**src/rtl/frame_pkg.sv**
```systemverilog
// Shared definitions for the frame echo engine.
// Holds the controller state encoding and the per-frame replay modes.
package frame_pkg;

  typedef enum logic [3:0] {
    S_IDLE,
    S_RD_REQ,
    S_RD_CAP,
    S_RD_GAP,
    S_TX_ARM,
    S_TX_FETCH,
    S_TX_LOAD,
    S_TX_WAIT,
    S_TX_GAP
  } state_t;

  localparam logic [1:0] MODE_ECHO = 2'd0;  // replay as soon as the frame ends
  localparam logic [1:0] MODE_TICK = 2'd1;  // replay on the next time-base tick
  localparam logic [1:0] MODE_DROP = 2'd2;  // 2 and 3 both discard the frame

  function automatic logic mode_is_drop(input logic [1:0] mode);
    return (mode >= MODE_DROP);
  endfunction

endpackage

```
**src/rtl/frame_echo_engine_if.sv**
```systemverilog
// Byte-stream bus between the engine, the MAC receive FIFO and the MAC
// transmit port.
//   i_rdata / i_rready / o_rreq : RX FIFO data, non-empty flag, pop strobe
//   o_wdata / i_wready / o_wvalid : TX data, port ready, write strobe
// The engine connects through 'slave'; the MAC side uses 'master'.
interface frame_echo_engine_if #(
  parameter int DATA_W = 8
);
  logic [DATA_W-1:0] i_rdata;
  logic              i_rready;
  logic              o_rreq;
  logic [DATA_W-1:0] o_wdata;
  logic              i_wready;
  logic              o_wvalid;

  modport slave (
    input  i_rdata, i_rready, i_wready,
    output o_rreq, o_wdata, o_wvalid
  );

  modport master (
    output i_rdata, i_rready, i_wready,
    input  o_rreq, o_wdata, o_wvalid
  );
endinterface

```
**src/rtl/frame_buf_ram.sv**
```systemverilog
// Frame buffer: simple dual-port RAM, one write port and one synchronous
// read port (data appears the cycle after the address). The array is not
// reset.
//   i_clk            : clock
//   i_we/i_waddr/i_wdata : write port
//   i_raddr/o_rdata  : read port, 1-cycle latency
module frame_buf_ram #(
  parameter int DATA_W    = 8,
  parameter int BUF_DEPTH = 256
) (
  input  logic                         i_clk,
  input  logic                         i_we,
  input  logic [$clog2(BUF_DEPTH)-1:0] i_waddr,
  input  logic [DATA_W-1:0]            i_wdata,
  input  logic [$clog2(BUF_DEPTH)-1:0] i_raddr,
  output logic [DATA_W-1:0]            o_rdata
);

  logic [DATA_W-1:0] mem_q [BUF_DEPTH];
  logic [DATA_W-1:0] rdata_q;

  always_ff @(posedge i_clk) begin
    if (i_we) begin
      mem_q[i_waddr] <= i_wdata;
    end
    rdata_q <= mem_q[i_raddr];
  end

  assign o_rdata = rdata_q;

endmodule

```
**src/rtl/frame_echo_engine.sv**
```systemverilog
// Ethernet payload echo engine. Drains a payload from the MAC RX FIFO into
// the frame buffer, ends the frame after IDLE_TIMEOUT idle cycles, then
// replays it (padded to MIN_LEN with PAD_BYTE) now, on the next time-base
// tick, or not at all, as selected by i_mode at frame end.
//   i_clk, i_rst (async, active-high)
//   i_mode      : 0 echo now, 1 echo on tick, 2/3 drop
//   bus         : RX/TX byte handshakes (see frame_echo_engine_if)
//   o_busy      : controller not idle
//   o_done      : one-cycle pulse per frame sent or dropped
//   o_frame_len : stored byte count of the last frame
//   o_overflow  : sticky until next frame start, byte lost to full buffer
//   o_frame_cnt : completed frames, wraps
//   o_tick      : one-cycle time-base pulse every TICK_DIV clocks
module frame_echo_engine
  import frame_pkg::*;
#(
  parameter int              DATA_W       = 8,
  parameter int              BUF_DEPTH    = 256,
  parameter int              IDLE_TIMEOUT = 62,
  parameter int              MIN_LEN      = 50,
  parameter logic [DATA_W-1:0] PAD_BYTE   = '0,
  parameter int              TICK_DIV     = 50_000_000
) (
  input  logic                       i_clk,
  input  logic                       i_rst,
  input  logic [1:0]                 i_mode,
  frame_echo_engine_if.slave         bus,
  output logic                       o_busy,
  output logic                       o_done,
  output logic [$clog2(BUF_DEPTH):0] o_frame_len,
  output logic                       o_overflow,
  output logic [15:0]                o_frame_cnt,
  output logic                       o_tick
);

  localparam int AW  = $clog2(BUF_DEPTH);
  localparam int LW  = AW + 1;
  // The transmit index must also reach MIN_LEN when padding past the buffer.
  localparam int MLW = $clog2(MIN_LEN + 1);
  localparam int TXW = (MLW > LW) ? MLW : LW;
  localparam int TW  = (TICK_DIV > 1) ? $clog2(TICK_DIV) : 1;

  localparam logic [LW-1:0]  DEPTH_V   = LW'(BUF_DEPTH);
  localparam logic [TXW-1:0] MIN_V     = TXW'(MIN_LEN);
  localparam logic [9:0]     IDLE_LAST = 10'(IDLE_TIMEOUT - 1);
  localparam logic [TW-1:0]  TICK_LAST = TW'(TICK_DIV - 1);

  state_t            state_q, state_d;
  logic [LW-1:0]     wr_ptr_q, wr_ptr_d;
  logic [9:0]        idle_q, idle_d;
  logic [LW-1:0]     len_q, len_d;
  logic              ovf_q, ovf_d;
  logic [15:0]       cnt_q, cnt_d;
  logic [1:0]        mode_q, mode_d;
  logic [TXW-1:0]    tx_len_q, tx_len_d;
  logic [TXW-1:0]    rd_idx_q, rd_idx_d;
  logic [DATA_W-1:0] wdata_q, wdata_d;
  logic [TW-1:0]     tick_q, tick_d;

  logic              tick;
  logic              idle_expired;
  logic              tx_last;
  logic [TXW-1:0]    len_ext;
  logic              ram_we;
  logic              done;
  logic [DATA_W-1:0] ram_rdata;

  assign tick         = (tick_q == TICK_LAST);
  assign idle_expired = (idle_q == IDLE_LAST);
  assign tx_last      = (rd_idx_q == tx_len_q);
  assign len_ext      = TXW'(len_q);

  frame_buf_ram #(
    .DATA_W    (DATA_W),
    .BUF_DEPTH (BUF_DEPTH)
  ) u_ram (
    .i_clk   (i_clk),
    .i_we    (ram_we),
    .i_waddr (wr_ptr_q[AW-1:0]),
    .i_wdata (bus.i_rdata),
    .i_raddr (rd_idx_q[AW-1:0]),
    .o_rdata (ram_rdata)
  );

  // State register
  always_ff @(posedge i_clk or posedge i_rst) begin
    if (i_rst) begin
      state_q <= S_IDLE;
    end else begin
      state_q <= state_d;
    end
  end

  // Next-state logic
  always_comb begin
    state_d = state_q;
    unique case (state_q)
      S_IDLE:     if (bus.i_rready) state_d = S_RD_REQ;
      S_RD_REQ:   state_d = S_RD_CAP;
      S_RD_CAP:   state_d = S_RD_GAP;
      // A byte showing up on the last idle cycle still extends the frame.
      S_RD_GAP: begin
        if (bus.i_rready)      state_d = S_RD_REQ;
        else if (idle_expired) state_d = S_TX_ARM;
      end
      S_TX_ARM: begin
        if (mode_is_drop(mode_q))                             state_d = S_IDLE;
        else if (mode_q == MODE_ECHO || (mode_q == MODE_TICK && tick)) state_d = S_TX_FETCH;
      end
      S_TX_FETCH: state_d = S_TX_LOAD;
      S_TX_LOAD:  state_d = S_TX_WAIT;
      S_TX_WAIT:  if (bus.i_wready) state_d = S_TX_GAP;
      S_TX_GAP:   state_d = tx_last ? S_IDLE : S_TX_FETCH;
      default:    state_d = S_IDLE;
    endcase
  end

  // Output logic
  always_comb begin
    bus.o_rreq   = (state_q == S_RD_REQ);
    bus.o_wvalid = (state_q == S_TX_WAIT) && bus.i_wready;
    ram_we       = (state_q == S_RD_CAP) && (wr_ptr_q < DEPTH_V);
    done         = ((state_q == S_TX_ARM) && mode_is_drop(mode_q)) ||
                   ((state_q == S_TX_GAP) && tx_last);
    o_busy       = (state_q != S_IDLE);
    o_done       = done;
  end

  // Datapath next values
  always_comb begin
    wr_ptr_d = wr_ptr_q;
    idle_d   = idle_q;
    len_d    = len_q;
    ovf_d    = ovf_q;
    cnt_d    = cnt_q;
    mode_d   = mode_q;
    tx_len_d = tx_len_q;
    rd_idx_d = rd_idx_q;
    wdata_d  = wdata_q;
    tick_d   = tick ? '0 : tick_q + 1'b1;

    if (done) cnt_d = cnt_q + 16'd1;

    unique case (state_q)
      S_IDLE: begin
        if (bus.i_rready) begin
          wr_ptr_d = '0;
          ovf_d    = 1'b0;
          idle_d   = '0;
        end
      end
      S_RD_CAP: begin
        if (ram_we) wr_ptr_d = wr_ptr_q + 1'b1;
        else        ovf_d    = 1'b1;
        idle_d = '0;
      end
      S_RD_GAP: begin
        if (!bus.i_rready) begin
          if (idle_expired) begin
            len_d  = wr_ptr_q;
            mode_d = i_mode;
          end else begin
            idle_d = idle_q + 10'd1;
          end
        end
      end
      S_TX_ARM: begin
        tx_len_d = (len_ext > MIN_V) ? len_ext : MIN_V;
        rd_idx_d = '0;
      end
      S_TX_LOAD: begin
        wdata_d = (rd_idx_q < len_ext) ? ram_rdata : PAD_BYTE;
      end
      S_TX_WAIT: begin
        if (bus.i_wready) rd_idx_d = rd_idx_q + 1'b1;
      end
      default: ;
    endcase
  end

  always_ff @(posedge i_clk or posedge i_rst) begin
    if (i_rst) begin
      wr_ptr_q <= '0;
      idle_q   <= '0;
      len_q    <= '0;
      ovf_q    <= 1'b0;
      cnt_q    <= '0;
      mode_q   <= MODE_ECHO;
      tx_len_q <= '0;
      rd_idx_q <= '0;
      wdata_q  <= '0;
      tick_q   <= '0;
    end else begin
      wr_ptr_q <= wr_ptr_d;
      idle_q   <= idle_d;
      len_q    <= len_d;
      ovf_q    <= ovf_d;
      cnt_q    <= cnt_d;
      mode_q   <= mode_d;
      tx_len_q <= tx_len_d;
      rd_idx_q <= rd_idx_d;
      wdata_q  <= wdata_d;
      tick_q   <= tick_d;
    end
  end

  assign bus.o_wdata = wdata_q;
  assign o_frame_len = len_q;
  assign o_overflow  = ovf_q;
  assign o_frame_cnt = cnt_q;
  assign o_tick      = tick;

endmodule
```
**src/flat_wrapper.sv**
```systemverilog
// flat-port wrapper written by rule: the top's interface ports become plain ports
module frame_echo_engine_flat import frame_pkg::*;
#(
  parameter int              DATA_W       = 8,
  parameter int              BUF_DEPTH    = 256,
  parameter int              IDLE_TIMEOUT = 62,
  parameter int              MIN_LEN      = 50,
  parameter logic [DATA_W-1:0] PAD_BYTE   = '0,
  parameter int              TICK_DIV     = 50_000_000
)
  (i_clk, i_rst, i_mode, o_busy, o_done, o_frame_len, o_overflow, o_frame_cnt, o_tick, bus_i_rdata, bus_i_rready, bus_i_wready, bus_o_rreq, bus_o_wdata, bus_o_wvalid);
  frame_echo_engine_if #(.DATA_W(DATA_W)) bus_i ();
  input  logic i_clk;
  input  logic i_rst;
  input  logic [1:0] i_mode;
  output logic o_busy;
  output logic o_done;
  output logic [$clog2(BUF_DEPTH):0] o_frame_len;
  output logic o_overflow;
  output logic [15:0] o_frame_cnt;
  output logic o_tick;
  input wire logic [$bits(bus_i.i_rdata)-1:0] bus_i_rdata;
  input wire logic [$bits(bus_i.i_rready)-1:0] bus_i_rready;
  input wire logic [$bits(bus_i.i_wready)-1:0] bus_i_wready;
  output wire logic [$bits(bus_i.o_rreq)-1:0] bus_o_rreq;
  output wire logic [$bits(bus_i.o_wdata)-1:0] bus_o_wdata;
  output wire logic [$bits(bus_i.o_wvalid)-1:0] bus_o_wvalid;
  assign bus_i.i_rdata = bus_i_rdata;
  assign bus_i.i_rready = bus_i_rready;
  assign bus_i.i_wready = bus_i_wready;
  assign bus_o_rreq = bus_i.o_rreq;
  assign bus_o_wdata = bus_i.o_wdata;
  assign bus_o_wvalid = bus_i.o_wvalid;
  frame_echo_engine #(.DATA_W(DATA_W), .BUF_DEPTH(BUF_DEPTH), .IDLE_TIMEOUT(IDLE_TIMEOUT), .MIN_LEN(MIN_LEN), .PAD_BYTE(PAD_BYTE), .TICK_DIV(TICK_DIV)) u_core (.i_clk(i_clk), .i_rst(i_rst), .i_mode(i_mode), .bus(bus_i), .o_busy(o_busy), .o_done(o_done), .o_frame_len(o_frame_len), .o_overflow(o_overflow), .o_frame_cnt(o_frame_cnt), .o_tick(o_tick));
endmodule
```
**config.mk**
```make
export PLATFORM = sky130hd
export DESIGN_NAME = frame_echo_engine_flat
export DESIGN_NICKNAME = d
export VERILOG_FILES = /design/src/rtl/frame_pkg.sv /design/src/rtl/frame_echo_engine_if.sv /design/src/rtl/frame_buf_ram.sv /design/src/rtl/frame_echo_engine.sv /design/src/flat_wrapper.sv
export SDC_FILE = /design/constraint.sdc
export NUM_CORES = 2
export LEC_CHECK = 0
export CELL_PAD_IN_SITES_DETAIL_PLACEMENT = 0
export CELL_PAD_IN_SITES_GLOBAL_PLACEMENT = 2
export CORE_MARGIN = 1.5
export CORE_UTILIZATION = 50
export CTS_CLUSTER_SIZE = 14
export DETAILED_ROUTE_END_ITERATION = 10
export GPL_ROUTABILITY_DRIVEN = 0
export PLACE_DENSITY_LB_ADDON = 0.25
export SYNTH_ARGS = -nofsm -noshare
export SYNTH_HDL_FRONTEND = slang
export SYNTH_HIERARCHICAL = 1
export SYNTH_SLANG_ARGS = --single-unit
```
**constraint.sdc**
```tcl
create_clock -name i_clk -period 8.98 [get_ports i_clk]
set_clock_uncertainty 0.1 [all_clocks]
set_input_delay 0.898 -clock i_clk [delete_from_list [all_inputs] [get_ports i_clk]]
set_output_delay 0.898 -clock i_clk [all_outputs]
set_load 0.05 [all_outputs]
```
# After elaboration in Yosys (flattened, before gate mapping)
# Memory sizes are Yosys's and may differ from the RTL's. A register that Yosys moved wholly into a read port is not among the register bits.
# Index checks and enable logic that the tools add are counted.
totals:
  reg_bits: 103
  mem_bits_rw: 2048
  input_bits: 14
  output_inout_bits: 39
  elab_cells: 86
  n_memories: 1
memory_table:
  columns: ["memory", "words", "word_bits", "read_ports", "rd_ports_with_merged_regs", "write_ports", "line", "source"]
  rows:
  - ["u_core.u_ram.mem_q", 256, 8, 1, 1, 1, "frame_buf_ram.sv:19", "logic [DATA_W-1:0] mem_q [BUF_DEPTH];"]
op_classes:
  addsub: 5
  n_lt_le_gt_ge: 4
  n_eq_ne: 20
  n_mux: 25
  bitwise: 1
  n_reduce_logical: 19
op_table:
  columns: ["cell", "n"]
  rows:
  - ["9-bit two-way mux", 4]
  - ["4-bit one-hot mux with 9 select lines", 1]
  - ["9-bit one-hot mux with 2 select lines", 2]
  - ["10-bit two-way mux", 3]
  - ["10-bit one-hot mux with 3 select lines", 1]
  - ["26-bit by 1-bit adder with 26-bit output, second input constant", 1]
  - ["26-bit equality test, second input constant", 1]
  - ["26-bit two-way mux", 1]
  - ["4-bit two-way mux", 6]
  - ["9-bit by 1-bit adder with 9-bit output, second input constant", 2]
  - ["16-bit by 1-bit adder with 16-bit output, second input constant", 1]
  - ["4-bit by 3-bit equality test with 1-bit output, second input constant", 4]
  - ["10-bit by 1-bit adder with 10-bit output, second input constant", 1]
  - ["10-bit by 6-bit equality test with 1-bit output, second input constant", 1]
  - ["2-bit != test, second input constant", 5]
  - ["9-bit equality test", 1]
  - ["9-bit by 6-bit greater-than comparator with 1-bit output, second input constant", 1]
  - ["9-bit less-than comparator", 1]
  - ["9-bit less-than comparator, second input constant", 1]
  - ["3-bit AND reduction", 3]
  - ["4-bit by 2-bit equality test with 1-bit output, second input constant", 2]
  - ["8-bit two-way mux", 1]
  - ["4-bit AND reduction", 2]
  - ["3-bit by 2-bit != test with 1-bit output, second input constant", 2]
  - ["other kinds (17)", 26]

# Depth between registers and ports, before layout
logic_depth:
  ltp_word: 6
  ltp_mapped: 11
  depth_no_buf: 8

# By module
# Netlist, hierarchy kept.
modules_own_cells:
  columns: ["module", "instances", "cells_per_inst", "area_per_inst_um2", "seq_area_each_um2"]
  rows:
  - ["frame_buf_ram", 1, 3733, 79556.3, 61659.1]
  - ["frame_echo_engine", 1, 532, 5276.3, 2577.5]

# Worst setup path before layout
# No wires, ideal clock.
synth_path:
  kind: "in2out"
  start: "input bus_i_wready"
  end: "output bus_o_wvalid"
  arrival_time_ns: 2.081
  required_time_ns: 7.982
  slack_ns: 5.901
  path_stages: 2
  path_buffers: 0
  cell_sequence: "inv_1 > nor3_1"
synth_via:
  elab_chain_cells: 1
synth_lines:
  columns: ["item", "line", "source"]
  rows:
  - ["start, declared", "flat_wrapper.sv:24", "input wire logic [$bits(bus_i.i_wready)-1:0] bus_i_wready;"]
  - ["1-bit logical AND", "frame_echo_engine.sv:121", "bus.o_wvalid = (state_q == S_TX_WAIT) && bus.i_wready;"]
  - ["end, declared", "flat_wrapper.sv:27", "output wire logic [$bits(bus_i.o_wvalid)-1:0] bus_o_wvalid;"]
# No other way between the ends.

# Worst setup path in the final report
layout_path:
  start: "register u_core.state_q[3]"
  end: "output o_done"
layout_via:
  elab_chain_cells: 3
  word_cells_on_any_way: 5
  cone_classes: "eq/ne (2); reduce/logical (3)"
layout_lines:
  columns: ["item", "line", "source"]
  rows:
  - ["start, declared", "frame_echo_engine.sv:48", "state_t state_q, state_d;"]
  - ["start signal, assigned", "frame_echo_engine.sv:90", "state_q <= state_d;"]
  - ["4-bit by 3-bit equality test with 1-bit output / 4-bit equality test (equally long branches)", "frame_echo_engine.sv:123, frame_echo_engine.sv:124", null]
  - ["1-bit logical AND, on equally long branches", "frame_echo_engine.sv:123, frame_echo_engine.sv:124", null]
  - ["1-bit logical OR (*)", "frame_echo_engine.sv:123", "done = ((state_q == S_TX_ARM) && mode_is_drop(mode_q)) ||"]
  - ["end, declared", "flat_wrapper.sv:17", "output logic o_done;"]
# Every way passes the cells marked *; elsewhere a longest branch is shown, timed or not.

==> reports/qor.yml <==
status:
  status: "completed"
placed_design:
  pre_cts_slack_ns: 3.69
  dp.cells: 6352
  portBuffers: 52
  dp_hpwl_um: 127000
power_and_ir_drop:
  seq_power_share_pct: 43.9
  p_per_area_nw_per_um2: 276
  combPwrFrac_pct: 22.0
  p_leak_nw: 29.3
  switching_share_pct: 28.5
  switching_power_mw: 7.43
  p_clk_share_pct: 34.1
  vdd_ir_drop_max_v: 0.000262
  internal_power_mw: 18.6
routing:
  wl_um: 213000
  drtPass1Iterations: 5
  detail_route.wl_per_cell_um: 31.6
  drcViolationCount: 0
  viasPerCell: 6.35
  antenna_left: 0
  drt_iter0_drc: 5069
  vias: 42900
floorplanning:
  die_area_sq_um: 172000
  die_h_um: 415
  core_region_area_sq_um: 168000
  rows: 150
  die_w_um: 415
  start_util_pct: 50.6
  io_pins: 53
setup_path:
  end_kind: "output pin"
  worst_path_largest_cell_delay_ns: 0.95
  crit_path_top_delay_cell: "clkdlybuf4s50_1"
  reg2reg_slack_ns: 3.69
  critPathKind: "reg -> out"
  start_kind: "flop"
  path_cells: "nand2b_1, nor3_2, a22o_1, clkdlybuf4s50_1"
  cp.arrival_ns: 4.30
  cp.required_ns: 7.98
  critPathMaxFanout: 17
clock_network:
  cts_hold_buf: 0
  clk_latency_ns: 0.84
  cts_tree: "built"
  numCtsBuffers: 215
  cts_root_buf: "clkbuf_16"
  cts_resized: 0
  clock-sinks: 2159
  postCtsSetupBuffers: 0
  clkTransAtPathRegs_ns: 0.06
  htreeDepth: 4
  clk_path_buf_depth: 3
hold_path:
  hp-class: "in -> async"
synthesis:
  synth_fa_ha_area_share_pct: 0.206
  synth_cell_types: 79
  synthXorXnorAreaFrac_pct: 0.619
  ys_ff_latch: 2159
  async_flop_share_pct: 4.77
  synth_mux_area_share_pct: 13.9
  syn_avg_cell_area_sq_um: 19.9
  synth_top_area_cell: "edfxtp_1"
  synthesis.area_sq_um: 84800
  synth-warning-count: 6
  yosysSeqAreaShare_pct: 75.7
  synth_top_area_share_pct: 72.5
  synth.area.top_cells: "edfxtp_1, mux4_2, dfrtp_1, mux2i_1, nor2_1"
  synth_common_cells: "edfxtp_1, mux4_2, nor2_1, mux2i_1, a22oi_1"
  synth-simple-area-share_pct: 3.95
  synth_nets: 4293
  yosysMostFrequentCell: "edfxtp_1"
  netlist_instances: 4265
  synth_top_family_by_area: "multiplexers"
  ys.flop_type: "edfxtp_1"
  synth_compound_area_share_pct: 3.74
  synth_enable_flop_cells: 2048
sta:
  fmax_mhz: 189
  worst_slew_pin_slew_ns: 1.45
  setup_viol: 0
  worst_slack_ns: 3.68
  hold_viol: 0
  setup-tns-final_ns: 0
  fin_crit_ns: 5.30
  maxSlewHeadroom_pct: 2.41
  rsz0062_at_grt: "false"
  fin_crit_sh_pct: 59.0
  drv_slew: 0
run:
  maxCapViolations: 0
final_layout:
  antennaDiodeCount: 0
  drive_gt1_share_pct: 19.8
  fillers: 12600
  seq_area_sq_um: 64300
  nNetsFinal: 4393
  post-route-util_pct: 56.3
  multiInputGateArea_sq_um: 19100
  area_delta_synth_final_pct: 11.4
  layout.cells.non_filler: 6757
grt:
  grt_max_degree: 151
  grt_usage_pct: 24.7
  antenna_found_initial: 4
  grt_pass1_wl_um: 306000
  grt-ovfl-total: 0
  grt_pass1_vias: 41900
-- registers in the layout, indices dropped and copies added (netlist names) --
name	count
u_core/u_ram/o_rdata	8
u_core/tx_len_q	9
u_core/mode_q	2
u_core/rd_idx_q	9
u_core/o_frame_cnt	16
u_core/o_overflow	1
u_core/tick_q	26
u_core/u_ram/mem_q	2048
u_core/o_frame_len	9
u_core/state_q	4
u_core/idle_q	10
u_core/bus.o_wdata	8
u_core/wr_ptr_q	9
-- cell usage in the layout (no fill, tap or decap), types with 13 or more instances in the layout --
cell                n
edfxtp_1         2048
mux4_2            454
nor2_1            329
clkbuf_16         218
mux2i_1           134
a22oi_1           133
a21oi_1           108
dfrtp_1            97
nand2_1            79
buf_4              74
nand3_1            70
clkbuf_1           56
o221ai_1           46
clkinv_1           44
clkdlybuf4s50_1    44
xnor2_1            41
nor3_1             39
clkinv_2           34
nor2b_1            34
nand4_1            33
o22ai_1            28
o21ai_0            22
nand2b_1           20
xor2_1             19
bufinv_16          18
o211ai_1           18
o21ai_1            17
inv_1              17
nor4_1             17
a211oi_1           17
and3_1             15
a221oi_1           14
nor4_2             14
ha_1               14
a22o_1             13
-- power groups by stage --
stage                     combinational [mW]  sequential, mW  clock [mW]
after floorplan                         4.28            11.4           0
after global placement                  5.73            11.6           0
after detailed placement                5.74            11.6           0
after CTS                               5.75            11.4        9.04
after global routing                    6.05            11.4        9.42
final                                   5.73            11.4        8.89
-- area by class of cell --
type | count | share of cell area, %
clock buffers | 283 | 6.13
clock inverters | 122 | 1.35
inverters | 20 | 0.0821
multi-input cells | 1837 | 20.2
flip-flops and latches | 2159 | 68.0
well taps | 2204 | 2.92
repair buffers | 132 | 1.30
-- per-stage QoR --
step | instance area (sq um) | hold slack, ns | total power, mW
finish | 94500 | 0.363 | 26.0
global route | 94500 | 0.369 | 26.9
CTS | 94500 | 0.326 | 26.2
detailed placement | 87400 | 0.368 | 17.4
global placement | 87400 | 0.362 | 17.4
floorplan | 84800 | 0.358 | 15.7
-- metal layers --
| layer | vias up | part of all wire [%] | track usage [%] |
|---|---|---|---|
| li1 | 17800 | - | - |
| met1 | 23100 | 42 | 36.8 |
| met2 | 1768 | 48 | 38.3 |
| met3 | 265 | 7.5 | 4.16 |
| met4 | 4 | 2.3 | 6.47 |
| met5 | - | 0.016 | 0.0834 |
-- critical path, delay by kind of cell (launching register included) --
kind / cells / cell delay (ns)
simple gates: 2 / 1.11
compound gates: 1 / 0.88
flops: 1 / 0.49
buf+inv: 1 / 0.95
-- worst paths after layout --
path | startpoint | to | cells after the start
max | u_core/state_q[3] | o_done | 4
min | i_rst | u_core/tick_q[3] | 2
max reg2reg | u_core/rd_idx_q[0] | u_core/u_ram/o_rdata[7] | 7
min reg2reg | u_core/o_frame_cnt[15] | u_core/o_frame_cnt[15] | 1
max in group asynchronous | i_rst | u_core/rd_idx_q[1] | 3
min in group i_clk | u_core/o_frame_cnt[15] | u_core/o_frame_cnt[15] | 1
-- cells by family (layout without fill, tap and decap cells) --
group | after synthesis | count (layout)
DFF | 2159 | 2159
and+or+nand+nor | 703 | 703
muxes | 603 | 603
AOI/OAI and AO/OA | 457 | 457
buffers and inverters | 269 | 557
xor gates and xnor gates | 60 | 60
adders and majority gates | 14 | 14
Note: power is estimated with default switching activity, not from simulation.
